[config.mk]
export PLATFORM = sky130hd
export DESIGN_NAME = adder_share_arb
export DESIGN_NICKNAME = d
export VERILOG_FILES = /design/src/rtl/adder_share_arb.sv
export SDC_FILE = /design/constraint.sdc
export NUM_CORES = 1
export LEC_CHECK = 0
export BUFFER_PORTS_ARGS = -buffer_cell sky130_fd_sc_hd__buf_2
export CAP_MARGIN = 15
export CELL_PAD_IN_SITES_DETAIL_PLACEMENT = 1
export CELL_PAD_IN_SITES_GLOBAL_PLACEMENT = 1
export CORE_UTILIZATION = 30
export CTS_CLUSTER_SIZE = 14
export DETAILED_ROUTE_END_ITERATION = 8
export GPL_ROUTABILITY_DRIVEN = 1
export PLACE_DENSITY = 0.7
export SLEW_MARGIN = 10
export SYNTH_ARGS = -nofsm -noshare
export SYNTH_HDL_FRONTEND = slang
export SYNTH_SLANG_ARGS = --single-unit
[constraint.sdc]
create_clock -name clk -period 1.55 [get_ports clk]
set_clock_uncertainty 0.1 [all_clocks]
set_input_delay 0.3875 -clock clk [delete_from_list [all_inputs] [get_ports clk]]
set_output_delay 0.3875 -clock clk [all_outputs]
set_load 0.02 [all_outputs]
[src/rtl/adder_share_arb.sv]
// adder_share_arb: round-robin arbiter that shares one W-bit adder between
// N requesters. A winning requester's operands are latched at grant, the
// W+1-bit sum is registered one cycle later with a one-cycle done pulse,
// and the grant is released on the following cycle.
module adder_share_arb #(
   parameter int N = 4,
   parameter int W = 4
) (
   input  logic             clk,
   input  logic             rst_n,
   input  logic [N-1:0]     req,
   input  logic [N*W-1:0]   a_bus,
   input  logic [N*W-1:0]   b_bus,
   output logic [N-1:0]     gnt,
   output logic [N-1:0]     done,
   output logic [W:0]       sum,
   output logic             busy
);

   localparam int PW = (N > 1) ? $clog2(N) : 1;

   typedef enum logic [1:0] {
      IDLE = 2'd0,
      EXEC = 2'd1,
      DONE = 2'd2
   } state_t;

   state_t         state_q, state_d;
   logic [PW-1:0]  ptr_q, ptr_d;
   logic [PW-1:0]  sel_q, sel_d;
   logic [N-1:0]   gnt_q, gnt_d;
   logic [N-1:0]   done_q, done_d;
   logic [W:0]     sum_q, sum_d;
   logic [W-1:0]   a_lat_q, a_lat_d;
   logic [W-1:0]   b_lat_q, b_lat_d;

   logic [PW-1:0]  pick;
   logic           pick_valid;

   logic [W-1:0]   a_arr [N];
   logic [W-1:0]   b_arr [N];

   // unpack the flat operand buses into per-requester slices
   genvar gi;
   generate
      for (gi = 0; gi < N; gi++) begin : g_slice
         assign a_arr[gi] = a_bus[gi*W +: W];
         assign b_arr[gi] = b_bus[gi*W +: W];
      end
   endgenerate

   // round-robin search starting at ptr; walking the offsets downwards lets
   // the smallest offset (highest priority) overwrite any later candidate
   always_comb begin
      logic [PW-1:0] idx;
      pick       = '0;
      pick_valid = 1'b0;
      idx        = '0;
      for (int i = N - 1; i >= 0; i--) begin
         idx = PW'((int'(ptr_q) + i) % N);
         if (req[idx]) begin
            pick       = idx;
            pick_valid = 1'b1;
         end
      end
   end

   // next-state and datapath updates for the IDLE -> EXEC -> DONE sequence
   always_comb begin
      state_d = state_q;
      ptr_d   = ptr_q;
      sel_d   = sel_q;
      gnt_d   = gnt_q;
      done_d  = '0;
      sum_d   = sum_q;
      a_lat_d = a_lat_q;
      b_lat_d = b_lat_q;
      case (state_q)
         IDLE: begin
            if (pick_valid) begin
               state_d = EXEC;
               sel_d   = pick;
               gnt_d   = {{(N-1){1'b0}}, 1'b1} << pick;
               a_lat_d = a_arr[pick];
               b_lat_d = b_arr[pick];
            end
         end
         EXEC: begin
            // widen both operands so the carry lands in the top sum bit
            sum_d   = {1'b0, a_lat_q} + {1'b0, b_lat_q};
            done_d  = gnt_q;
            state_d = DONE;
         end
         DONE: begin
            gnt_d   = '0;
            ptr_d   = (sel_q == PW'(N - 1)) ? '0 : sel_q + PW'(1);
            state_d = IDLE;
         end
         default: begin
            gnt_d   = '0;
            state_d = IDLE;
         end
      endcase
   end

   // state and datapath registers; reset aborts any in-flight operation
   always_ff @(posedge clk or negedge rst_n) begin
      if (!rst_n) begin
         state_q <= IDLE;
         ptr_q   <= '0;
         sel_q   <= '0;
         gnt_q   <= '0;
         done_q  <= '0;
         sum_q   <= '0;
         a_lat_q <= '0;
         b_lat_q <= '0;
      end else begin
         state_q <= state_d;
         ptr_q   <= ptr_d;
         sel_q   <= sel_d;
         gnt_q   <= gnt_d;
         done_q  <= done_d;
         sum_q   <= sum_d;
         a_lat_q <= a_lat_d;
         b_lat_q <= b_lat_d;
      end
   end

   assign gnt  = gnt_q;
   assign done = done_q;
   assign sum  = sum_q;
   assign busy = (state_q != IDLE);

   // immediate self-checks on grant/done encoding and the registered result
   always @(posedge clk) begin
      if (rst_n) begin
         assert ($onehot0(gnt_q))
            else $error("gnt is not one-hot or zero: %b", gnt_q);
         assert ((done_q & ~gnt_q) == '0)
            else $error("done %b not a subset of gnt %b", done_q, gnt_q);
         assert ($onehot0(done_q))
            else $error("done is not at most one-hot: %b", done_q);
         if (done_q != '0) begin
            assert (sum_q == ({1'b0, a_lat_q} + {1'b0, b_lat_q}))
               else $error("sum %0d does not match latched operands", sum_q);
         end
         assert (busy == (gnt_q != '0))
            else $error("busy %b inconsistent with gnt %b", busy, gnt_q);
      end
   end

endmodule
# Word-level counts from Yosys, hierarchy flattened
# Cells that the tools add are included.
# W data, S select, Z words.
classes:
  mux: 28
  reduce_logical: 4
  n_shift: 1
  order_cmp: 5
  n_bitwise: 2
  addsub: 5
  eq_ne: 4
ops:
  columns: ["cell", "count"]
  rows:
  - ["$mux W4", 6]
  - ["$bmux W4 S2", 2]
  - ["$lt A2 B3 Y1 const B", 4]
  - ["$mux W2", 6]
  - ["$bmux W1 S2", 4]
  - ["$mux W1", 8]
  - ["$pmux W4 S2", 1]
  - ["$add A4 B4 Y5", 1]
  - ["$add A2 B1 Y2 const B", 2]
  - ["$add A2 B2 Y2 const B", 2]
  - ["$eq A2 B2 Y1 const B", 2]
  - ["$pmux W2 S2", 1]
  - ["$reduce_and A2 Y1", 2]
  - ["$shl A1 B2 Y4 const A", 1]
  - ["$ge A3 B3 Y1 const B", 1]
  - ["$not A2 Y3", 1]
  - ["$eq A2 B1 Y1 const B", 1]
  - ["$logic_not A2 Y1", 1]
  - ["$ne A2 B2 Y1 const B", 1]
  - ["$reduce_bool A2 Y1", 1]
  - ["$not A1 Y1", 1]
word_totals:
  reg_bits: 27
  word_cells: 57
  output_inout_bits: 14

# Depth between registers and ports, before layout
# Gate-level depths: netlist of run 1.
logic_depth:
  ltp_word: 11
  mapped_depth: 7
  mapped_depth_nobuf: 5

# Worst setup path after synthesis of run 1
# Ideal clock, no wire load.
synth_timing:
  path_kind: "flip-flop to flip-flop"
  startpoint: "reg ptr_q[0]"
  endpoint: "reg a_lat_q[0]"
  arrival_time_ns: 1.354
  setup_ns: 0.139
  slack_ns: -0.044
  path_stages_with_launch: 8
  period_less_slack_ns: 1.594
  path_cell_list: "dfrtp_1 > nand2b_1 > a21o_1 > o211ai_2 > buf_6 > buf_12 > mux2i_1 > o221ai_1"
synth_between:
  elab_chain_cells: 11
  word_cells_on_any_way: 24
  cone_classes: "add/sub: 3; mux: 19; bitwise: 1; reduce/logical: 1"
synth_lines:
  columns: ["item", "line", "rtl"]
  rows:
  - ["start: declaration", "29", "logic [PW-1:0] ptr_q, ptr_d;"]
  - ["start signal: assignment", "119", "ptr_q <= ptr_d;"]
  - ["$add A2 B2 Y2", "60", "idx = PW'((int'(ptr_q) + i) % N);"]
  - ["$bmux W1 S2", "61", "if (req[idx]) begin"]
  - ["$mux W1 (not written as such)", "61", null]
  - ["$mux W2 (4 in a row)", "61", null]
  - ["$not A2 Y3 (not written as such)", "84", "a_lat_d = a_arr[pick];"]
  - ["$bmux W4 S2", "84", null]
  - ["$mux W4 (not written as such) (2 in a row)", "84", null]
  - ["end signal: assignment", "124", "a_lat_q <= a_lat_d;"]
  - ["end: declaration", "34", "logic [W-1:0] a_lat_q, a_lat_d;"]
# Several ways; a longest one is shown, not always the timed one. The select of a mux whose other input is x is not followed.
# A chain may end at the register's enable or synchronous reset.

# Final worst setup path of run 1
layout_timing:
  startpoint: "reg ptr_q[0]"
  endpoint: "reg b_lat_q[0]"
layout_between:
  elab_chain_cells: 11
  word_cells_on_any_way: 24
  cone_classes: "add/sub: 3; mux: 19; bitwise: 1; reduce/logical: 1"
layout_lines:
  columns: ["item", "line", "rtl"]
  rows:
  - ["$add A2 B2 Y2", "60", null]
  - ["$bmux W1 S2", "61", null]
  - ["$mux W1 (not written as such)", "61", null]
  - ["$mux W2 (4 in a row)", "61", null]
  - ["$not A2 Y3 (not written as such)", "85", "b_lat_d = b_arr[pick];"]
  - ["$bmux W4 S2", "85", null]
  - ["$mux W4 (not written as such) (2 in a row)", "85", null]
  - ["end signal: assignment", "125", "b_lat_q <= b_lat_d;"]
  - ["end: declaration", "35", "logic [W-1:0] b_lat_q, b_lat_d;"]
# Several ways; a longest one is shown, not always the timed one. The select of a mux whose other input is x is not followed.

==> impl_metrics.json, run 1 <==
{
  "status": "finished with violations",
  "violations": "design-rule violations, negative setup slack",
  "cts.sinks": 27,
  "reg2reg_slack_ns": -0.15,
  "slowest_stage": "dfrtp_1",
  "grt_antenna_before_repair": 0,
  "pin_count": 52,
  "drv_cap": 0,
  "port-buffer-count": 51,
  "ant_nets": 0,
  "netSwitchingFraction_pct": 40.92,
  "fin_ws_ns": -0.1466,
  "core_area_um2": 4444,
  "die_x_um": 70.47,
  "met2_usage_pct": 30.85,
  "via_per_inst": 5.065,
  "max_stage_delay_ns": 0.43,
  "fin_util_pct": 44.28,
  "cts_tree": "done",
  "syn_inst": 124,
  "area_growth_pct": 39.95,
  "grt_pass1_vias": 1308,
  "fin_crit_sh_pct": 109.5,
  "wire_per_inst_um": 15.98,
  "clock_latency_ns": 0.26,
  "syn_area_um2": 1406,
  "yosys.area_share.simple_pct": 13.43,
  "initial_core_util_pct": 31.64,
  "synth_top_family_by_area": "compound AO/OA/AOI/OAI gates",
  "worstMarginPinSlew_ns": 0.6008,
  "cp-end-kind": "flip-flop",
  "n_fill_cell": 518,
  "ctsRootBufferMaster": "clkbuf_8",
  "hold_class": "primary input to async pin",
  "drt_iter0_markers": 59,
  "crit_type": "flip-flop to flip-flop",
  "setup_viol": 13,
  "ys_seq_elements": 27,
  "die_height_um": 70.47,
  "synth_warnings": 0,
  "cts_buffer_depth": 2,
  "syn_area_per_cell_um2": 11.34,
  "grt_max_degree": 28,
  "met1_usage_pct": 18.86,
  "slew_headroom_pct": 59.95,
  "path_cells": "nand2b_4, a21o_1, o211ai_2, buf_12, mux2i_1, o221ai_1",
  "antenna-diode-count": 0,
  "period_needed_ns": 1.697,
  "netSwitchingPower_mw": 1.645,
  "die-area_um2": 4965,
  "grt_usage_pct": 16.44,
  "rsz0062_at_grt": "true",
  "crit_arrival_ns": 1.73,
  "placementRows": 24,
  "whs_ns": 0.01745,
  "synth_cell_types": 34,
  "drc": 12,
  "crit_path_max_fanout": 10,
  "overflow": 0,
  "multi_input_area_um2": 744.5,
  "cp-start-kind": "flip-flop",
  "firstDrtPassIters": 8,
  "regToRegEndpoint": "b_lat_q[0]",
  "htree_levels": 1,
  "place.gp.congestion": 0.7661,
  "leakage_nw": 1.047,
  "p_seq_share_pct": 30.9,
  "nNetsFinal": 238,
  "r2r_cells": 6,
  "cts_hold_buf": 0,
  "required_ns": 1.58,
  "grt_use_met3_pct": 2.453,
  "combPwrFrac_pct": 59.4,
  "power_density_nw_per_um2": 2042,
  "drv_slew": 0,
  "p_clk_share_pct": 9.7,
  "grt_pass1_wl_mm": 6.403,
  "cts_buffers": 3,
  "ys_seq_area_share_pct": 48.04,
  "tns_ns": -1.414,
  "synth_fa_ha_area_share_pct": 5.872,
  "cp.buffers_inverters": 1,
  "startpoint": "ptr_q[0]",
  "regArea_um2": 675.6,
  "grt.busiest_layer": "met2",
  "hold_viol": 0,
  "num_vias": 1241,
  "synth_compound_area_share_pct": 15.84,
  "vdd_drop_max_mv": 0.5703,
  "muxShareOfSynthArea_pct": 12.19,
  "fmax_mhz": 589.4,
  "cell_internal_pwr_mw": 2.375,
  "synthesis.nets": 168,
  "drive_above_1_share_pct": 48.70,
  "clk_pin_slew_ns": 0.09,
  "cp_top_family": "compound AO/OA/AOI/OAI gates",
  "synthXorXnorAreaFrac_pct": 1.246,
  "dp_hpwl_mm": 2.992,
  "r2r-start": "ptr_q[0]",
  "routed_wl_mm": 3.914
}
-- worst max-delay path by stage --
stage	endpoint	slack, ns	cells after the start
3_5_place_dp	a_lat_q[1]	-0.25	7
3_3_place_gp	a_lat_q[1]	-0.20	6
5_1_grt	b_lat_q[2]	-0.21	6
6_report	b_lat_q[0]	-0.15	6
4_1_cts	b_lat_q[2]	-0.11	6
2_1_floorplan	a_lat_q[0]	-0.01	7
-- cells in the mapped netlist --
cell	n	area [µm²]
inv_1	1	3.750
nor2_1	2	7.510
xor2_1	1	8.760
o31ai_1	1	7.510
or2_1	1	6.260
nor2b_2	1	8.760
buf_12	1	20.02
dfrtp_1	27	675.7
nand2b_1	4	25.02
buf_6	1	11.26
o32a_1	1	10.01
buf_2	1	5.000
a32o_1	2	20.02
nand2_1	22	82.58
a22o_1	2	17.52
mux2i_1	16	160.2
o221ai_1	8	70.07
a21oi_1	3	15.01
a21o_1	4	30.03
or2_4	1	8.760
fa_1	1	20.02
mux2_2	1	11.26
and2_1	4	25.02
nor2b_1	2	12.51
o211ai_2	1	12.51
inv_2	1	3.750
nor2_2	1	6.260
o21ai_0	3	15.01
clkbuf_1	1	3.750
o32ai_2	1	16.27
ha_1	5	62.56
o21ai_2	1	8.760
xnor2_1	1	8.760
nor4_1	1	6.260
-- sequential cells by signal (all words and copies together), names as in the netlist --
register,flops
a_lat_q,4
b_lat_q,4
done,4
gnt,4
ptr_q,2
sel_q,2
state_q,2
sum,5
-- kinds of logic (layout without fill, tap and decap cells) --
kind of cell | after synthesis | in the layout
compound gates | 27 | 27
buf+inv | 6 | 75
simple gates | 39 | 39
fa+ha+maj | 6 | 6
mux | 17 | 17
xor+xnor | 2 | 2
flops | 27 | 27
-- per-layer routing --
layer | part of all wire (%) | routed length (µm)
met5 | 0 | 0
met4 | 2.7 | 105
met1 | 39 | 1546
met2 | 55 | 2135
met3 | 3.2 | 127
-- repair_timing --
item                       4_1_cts  5_1_grt
gates resized for setup         10        7
setup endpoints to repair       14       17
buffers inserted                 3        2
gates cloned                     0        1
pin swaps                        4        9
-- power groups by stage --
stage / combinational [mW] / clock (mW) / sequential, mW
3_5_place_dp: 2.05 / 0 / 1.27
6_report: 2.39 / 0.391 / 1.24
2_1_floorplan: 1.25 / 0 / 1.38
4_1_cts: 2.26 / 0.402 / 1.24
3_3_place_gp: 1.95 / 0 / 1.24
5_1_grt: 2.64 / 0.438 / 1.28
-- through the flow --
step | worst slack [ns] | cell area, µm² | cells | power (mW)
after floorplan | -0.01449 | 1426 | 124 | 2.628
after detailed placement | -0.2522 | 1809 | 235 | 3.316
after CTS | -0.1093 | 1906 | 242 | 3.899
after global routing | -0.2064 | 1968 | 245 | 4.358
final | -0.1466 | 1968 | 245 | 4.019
after global placement | -0.1953 | 1809 | 235 | 3.185
-- cells in the final DEF, fill, tap and decap left out, types with 2 or more instances in the layout --
cell / n
a22o_1: 2
a21oi_2: 2
buf_6: 2
nand2_2: 2
buf_2: 50
buf_4: 15
nor2_1: 2
nand2b_4: 2
mux2i_2: 3
ha_1: 4
mux2i_1: 13
a32o_1: 2
nand2_1: 20
nor2b_1: 2
or2_4: 2
clkbuf_8: 3
o21ai_1: 3
and2_1: 4
o221ai_1: 8
a21o_1: 4
dfrtp_1: 27
-- cell type report --
cell class | count | share of cell area [%]
clock buffer | 4 | 2.289
tap | 52 | 3.306
inverter | 2 | 0.3814
sequential | 27 | 34.33
timing repair buffer | 69 | 21.87
multi-input combinational | 91 | 37.83
-- worst reg2reg max path: cells and delay by family, from the launching register on --
kind,cells,cell delay [ns]
AOI/OAI and AO/OA,3,0.44
buffers and inverters,1,0.20
DFF,1,0.43
muxes,1,0.24
and+or+nand+nor,1,0.16
Power figures use the tool's default switching activity.
==> inputs of run 2 (changes only) <==
Settings changed: SETUP_SLACK_MARGIN set to 0.5.
==> run 2 against run 1 <==
  * The run still ends with design-rule violations, negative setup slack left
  * Design area increased by 13%
  * Clock-buffer cell count decreased by 1
  * Via count increased by 5.9%
  * Highest routed layer unchanged
  * Critical endpoint unchanged
  * Register-to-register slack improved by 0.08 ns
  * Total power increased by 17%
  * Utilization increased by 5.9 points
  * Flip-flop and latch count unchanged
  * Non-clock buffer count increased by 14
  * First-iteration DRC count increased by 42%
  * Die area unchanged
  * Largest cell class unchanged
  * Wire length increased by 5.9%
==> impl_metrics.json, run 2 (synthesized netlist as in run 1, its figures left out) <==
{
  "htree_levels": 1,
  "grt_max_degree": 28,
  "power_density_nw_per_um2": 2111,
  "slew_headroom_pct": 59.90,
  "drc": 6,
  "die-area_um2": 4965,
  "max_stage_delay_ns": 0.41,
  "place_ws_ns": -0.2306,
  "path_cells": "nor2b_2, o21ai_2, o211ai_2, buf_12, mux2i_1, o221ai_1",
  "grt_pass1_wl_mm": 6.479,
  "crit_arrival_ns": 1.66,
  "cts_tree": "done",
  "grt_usage_pct": 16.49,
  "wl_met3_um": 132,
  "final_common_cell": "buf_2",
  "clock_latency_ns": 0.27,
  "cp.buffers_inverters": 1,
  "drive_above_1_share_pct": 55.77,
  "dp_hpwl_mm": 2.835,
  "rsz0062_at_grt": "true",
  "routed_wl_mm": 4.145,
  "core_area_um2": 4444,
  "crit_path_max_fanout": 19,
  "cp-end-kind": "flip-flop",
  "clk_pin_slew_ns": 0.10,
  "whs_ns": 0.007820,
  "cts_buffers": 3,
  "placementRows": 24,
  "num_vias": 1314,
  "fin_crit_sh_pct": 104.0,
  "overflow": 0,
  "antenna-diode-count": 0,
  "largest_reg_flops": 5,
  "hold_class": "primary input to async pin",
  "fin_cells": 260,
  "vdd_drop_max_mv": 0.7103,
  "cp_top_family": "flip-flops",
  "wl_met2_mm": 2.329,
  "ant_nets": 0,
  "port-buffer-count": 51,
  "leakage_nw": 1.163,
  "met1_length_mm": 1.564,
  "ctsRootBufferMaster": "clkbuf_8",
  "via_per_inst": 5.054,
  "fin_ws_ns": -0.06210,
  "tns_ns": -0.3670,
  "pin_count": 52,
  "stdcell_area_um2": 2228,
  "violations": "design-rule violations, negative setup slack",
  "hold_viol": 0,
  "place_inst": 232,
  "cp-start-kind": "flip-flop",
  "grt_pass1_vias": 1389,
  "period_needed_ns": 1.612,
  "dpl_cell_area_um2": 1807,
  "required_ns": 1.60,
  "grt_antenna_before_repair": 0,
  "worstMarginPinSlew_ns": 0.6015,
  "firstDrtPassIters": 6,
  "crit_cells": 6,
  "initial_core_util_pct": 31.64,
  "die_x_um": 70.47,
  "top_layer_used": "met4",
  "setup_viol": 12,
  "nNetsFinal": 253,
  "area_growth_pct": 58.45,
  "mostFrequentLayoutCells": "buf_2, dfrtp_1, buf_4",
  "fmax_mhz": 620.3,
  "cts.sinks": 27,
  "cts_buffer_depth": 2,
  "status": "finished with violations",
  "slowest_stage": "dfrtp_1",
  "wire_per_inst_um": 15.94,
  "r2r_cells": 6,
  "drv_cap": 0,
  "die_height_um": 70.47,
  "crit_type": "flip-flop to flip-flop",
  "drv_slew": 0,
  "place.gp.congestion": 0.7540,
  "drt_iter0_markers": 84
}
==> run 2: changes by cell type in the layout (fill, tap and decap cells not counted), moves of 2 or more <==
cell and change:
mux2i_1 +2, nor2b_2 +2, nand2b_4 +3, buf_2 -13
inv_4 +2, and2_1 -3, and2_4 +3, buf_4 +8
buf_6 +19, mux2i_2 -2
==> run 2: final timing paths <==
path,start,to,slack [ns]
min in group clk,b_bus[13],b_lat_q[1],0.31
worst min register to register,a_lat_q[3],a_lat_q[3],0.40
worst max register to register,ptr_q[0],b_lat_q[0],-0.06
worst max-delay path,ptr_q[0],b_lat_q[0],-0.06
worst min-delay path,rst_n,gnt[1],0.008
max in group asynchronous,rst_n,ptr_q[0],0.95
==> run 2: cell type report <==
class                   count  area [µm²]
fillers                   492        2216
multi-input cells          92       792.0
flip-flops and latches     27       675.6
repair buffers             83       634.4
well taps                  52       65.06
clock buffers               3       41.29
inverters                   2       12.51
clock inverters             1       7.507
==> run 2: per-layer routing <==
layer,vias to the layer above,GRT usage [%]
li1,621,-
met1,643,17.99
met2,38,32.69
met3,12,2.453
met4,0,4.082
met5,-,0
==> run 2: timing repair <==
action | 4_1_cts | 5_1_grt
setup buffers | 15 | 8
pin swaps | 4 | 6
hold buffers | 0 | 0
endpoints found under the setup margin | 41 | 41
gates cloned | 1 | 0
gates resized for setup | 47 | 5
==> run 2: power breakdown <==
part / leakage, nW / internal (mW) / switching [mW] / total, mW
registers: 0.344 / 1.03 / 0.224 / 1.25
clock network: 0.0217 / 0.183 / 0.238 / 0.421
logic: 0.797 / 1.63 / 1.40 / 3.03
==> run 2: stage by stage <==
step / power (mW) / utilization, %
after floorplan: 2.714 / -
after global placement: 3.213 / 40.65
after detailed placement: 3.305 / 40.65
after CTS: 4.478 / 48.37
after global routing: 5.019 / 50.14
final: 4.704 / 50.14
==> inputs of run 3 (changes only) <==
Settings changed: ABC_AREA set to 1, PLACE_DENSITY 0.7 to 0.72.
==> run 3 against run 2 <==
  * Sequential share of layout area fell by 6.4 points
  * Critical endpoint is now b_lat_q[2]
  * Wire length rose by 34%
  * Global-route usage rose by 0.31 points
  * Critical path type unchanged
  * Sequential power barely moved
  * Combinational power up 83%
  * The run ends with negative hold slack, negative setup slack left
  * Via count is 45% higher
  * Largest power group unchanged
  * Largest cell class unchanged
==> impl_metrics.json, run 3 <==
{
  "setup_viol": 14,
  "yosys.area_share.simple_pct": 38.43,
  "power_density_nw_per_um2": 2553,
  "p_seq_share_pct": 17.5,
  "cp_top_family": "simple AND/OR/NAND/NOR gates",
  "cp-start-kind": "flip-flop",
  "pin_count": 52,
  "synth_async_sr_flop_share_pct": 100.0,
  "mostFrequentLayoutCells": "nand2_1, inv_1, nand3_1, buf_2, dfrtp_1",
  "fin_crit_sh_pct": 124.5,
  "ctsRootBufferMaster": "clkbuf_8",
  "fin_ws_ns": -0.3799,
  "initial_core_util_pct": 31.64,
  "grt_pass1_wl_mm": 8.355,
  "crit_path_frequent_cell": "nand2_1",
  "dpl_cell_area_um2": 2237,
  "required_ns": 1.63,
  "whs_ns": -0.1018,
  "leakage_nw": 1.590,
  "ant_nets": 0,
  "synth_compound_area_share_pct": 3.879,
  "grt_pass1_vias": 1899,
  "hold_viol": 12,
  "synth_cell_types": 24,
  "yosysMostFrequentCell": "nand2_1",
  "grt_antenna_before_repair": 0,
  "cell_internal_pwr_mw": 3.691,
  "yosys.area.top_type": "dfrtp_1",
  "p_clk_share_pct": 5.6,
  "worstMarginPinSlew_ns": 0.3325,
  "cts.sinks": 27,
  "ys_seq_elements": 27,
  "die-area_um2": 6225,
  "netlist.area_leader.share_pct": 38.08,
  "place.gp.congestion": 0.8709,
  "die_x_um": 78.90,
  "combPwrFrac_pct": 76.9,
  "violations": "negative hold slack, negative setup slack",
  "firstDrtPassIters": 4,
  "synth_warnings": 0,
  "slew_headroom_pct": 77.83,
  "path_cells": "nand2_1, nand3_2, nand2_2, inv_2, nor2_4, nor2_4, nand2_4, buf_8, nand3_1, nand3_1, nand2_1, nand2_1, nand2_1",
  "syn_inst": 261,
  "muxShareOfSynthArea_pct": 0,
  "synthXorXnorAreaFrac_pct": 0.4937,
  "synth_commonest_cells": "nand2_1, inv_1, nand3_1",
  "largest_reg_flops": 5,
  "synth_top_family_by_area": "simple AND/OR/NAND/NOR gates",
  "clock_latency_ns": 0.27,
  "drv_cap": 0,
  "synth_fa_ha_area_share_pct": 4.654,
  "fmax_mhz": 518.2,
  "hold_class": "primary input to async pin",
  "reg2reg_slack_ns": -0.38,
  "antenna-diode-count": 0,
  "drc": 0,
  "tns_ns": -4.435,
  "nNetsFinal": 394,
  "max_stage_delay_ns": 0.49,
  "area_growth_pct": 59.24,
  "port-buffer-count": 51,
  "grt_usage_pct": 16.79,
  "cp.buffers_inverters": 2,
  "crit_path_max_fanout": 8,
  "period_needed_ns": 1.930,
  "drt_iter0_markers": 93,
  "drive_above_1_share_pct": 42.69,
  "drv_slew": 0,
  "final_common_cell": "nand2_1",
  "htree_levels": 1,
  "die_height_um": 78.90,
  "syn_area_um2": 1774,
  "cts_buffer_depth": 2,
  "synth_edf_count": 0,
  "ys_top_cells_by_area": "dfrtp_1, nand2_1, nand3_1",
  "wire_per_inst_um": 13.20,
  "netSwitchingFraction_pct": 48.83,
  "overflow": 0,
  "clk_pin_slew_ns": 0.09,
  "cp-end-kind": "flip-flop",
  "via_per_inst": 4.530,
  "syn_area_per_cell_um2": 6.798,
  "dp_hpwl_mm": 3.890,
  "placementRows": 27,
  "crit_type": "flip-flop to flip-flop",
  "rsz0062_at_grt": "true",
  "num_vias": 1907,
  "vdd_drop_max_mv": 0.8676,
  "cts_tree": "done",
  "ys_seq_area_share_pct": 38.08,
  "netSwitchingPower_mw": 3.523,
  "crit_arrival_ns": 2.01,
  "power.total_mw": 7.214,
  "slowest_stage": "dfrtp_2",
  "fin_util_pct": 50.38,
  "grt_max_degree": 18,
  "routed_wl_mm": 5.557,
  "core_area_um2": 5608,
  "stdcell_area_um2": 2825,
  "synthesis.nets": 305,
  "cts_buffers": 3,
  "status": "finished with violations",
  "ys.flop_type": "dfrtp_1"
}
run 3: final cells by class:
class	instances	area, µm²
repair buffers	91	755.7
fillers	728	2783
well taps	72	90.09
flip-flops and latches	27	676.9
multi-input cells	175	1054
clock buffers	4	45.04
inverters	52	203.9
run 3: power groups by stage:
stage	clock network, mW	logic [mW]	registers, mW
finish	0.404	5.55	1.26
global route	0.443	6.13	1.30
CTS	0.414	4.61	1.26
detailed placement	0	3.92	1.25
global placement	0	3.82	1.23
floorplan	0	2.74	1.32
run 3: stage by stage:
step                cells  setup slack, ns
global placement      392          -0.3290
CTS                   410          -0.3023
detailed placement    392          -0.3811
global route          421          -0.4996
floorplan             261          -0.2005
finish                421          -0.3799
run 3: logic make-up (layout without fill, tap and decap cells):
family / after synthesis / in the layout
xor+xnor: 1 / 1
fa+ha+maj: 6 / 6
flops: 27 / 27
buf+inv: 60 / 147
compound gates: 12 / 12
simple gates: 155 / 156
run 3: layer usage:
| layer | part of all wire, % | GRT usage (%) |
|---|---|---|
| met1 | 45 | 21.64 |
| met2 | 51 | 30.00 |
| met3 | 3.0 | 1.264 |
| met4 | 1.2 | 4.727 |
| met5 | 0 | 0 |
run 3: path summary, 6_finish.rpt:
kind	depth (start not counted)	end	startpoint
max	13	b_lat_q[2]	ptr_q[0]
min	1	state_q[0]	rst_n
max reg2reg	13	b_lat_q[2]	ptr_q[0]
min reg2reg	2	a_lat_q[3]	a_lat_q[3]
max in group asynchronous	2	sum[2]	rst_n
min in group clk	7	a_lat_q[1]	a_bus[13]
run 3: timing repair:
item,in CTS,in global routing
buffers inserted,13,8
cloned,1,3
endpoints found under the setup margin,40,41
pin swaps,8,22
resized for setup,58,35
hold endpoints to repair,12,12
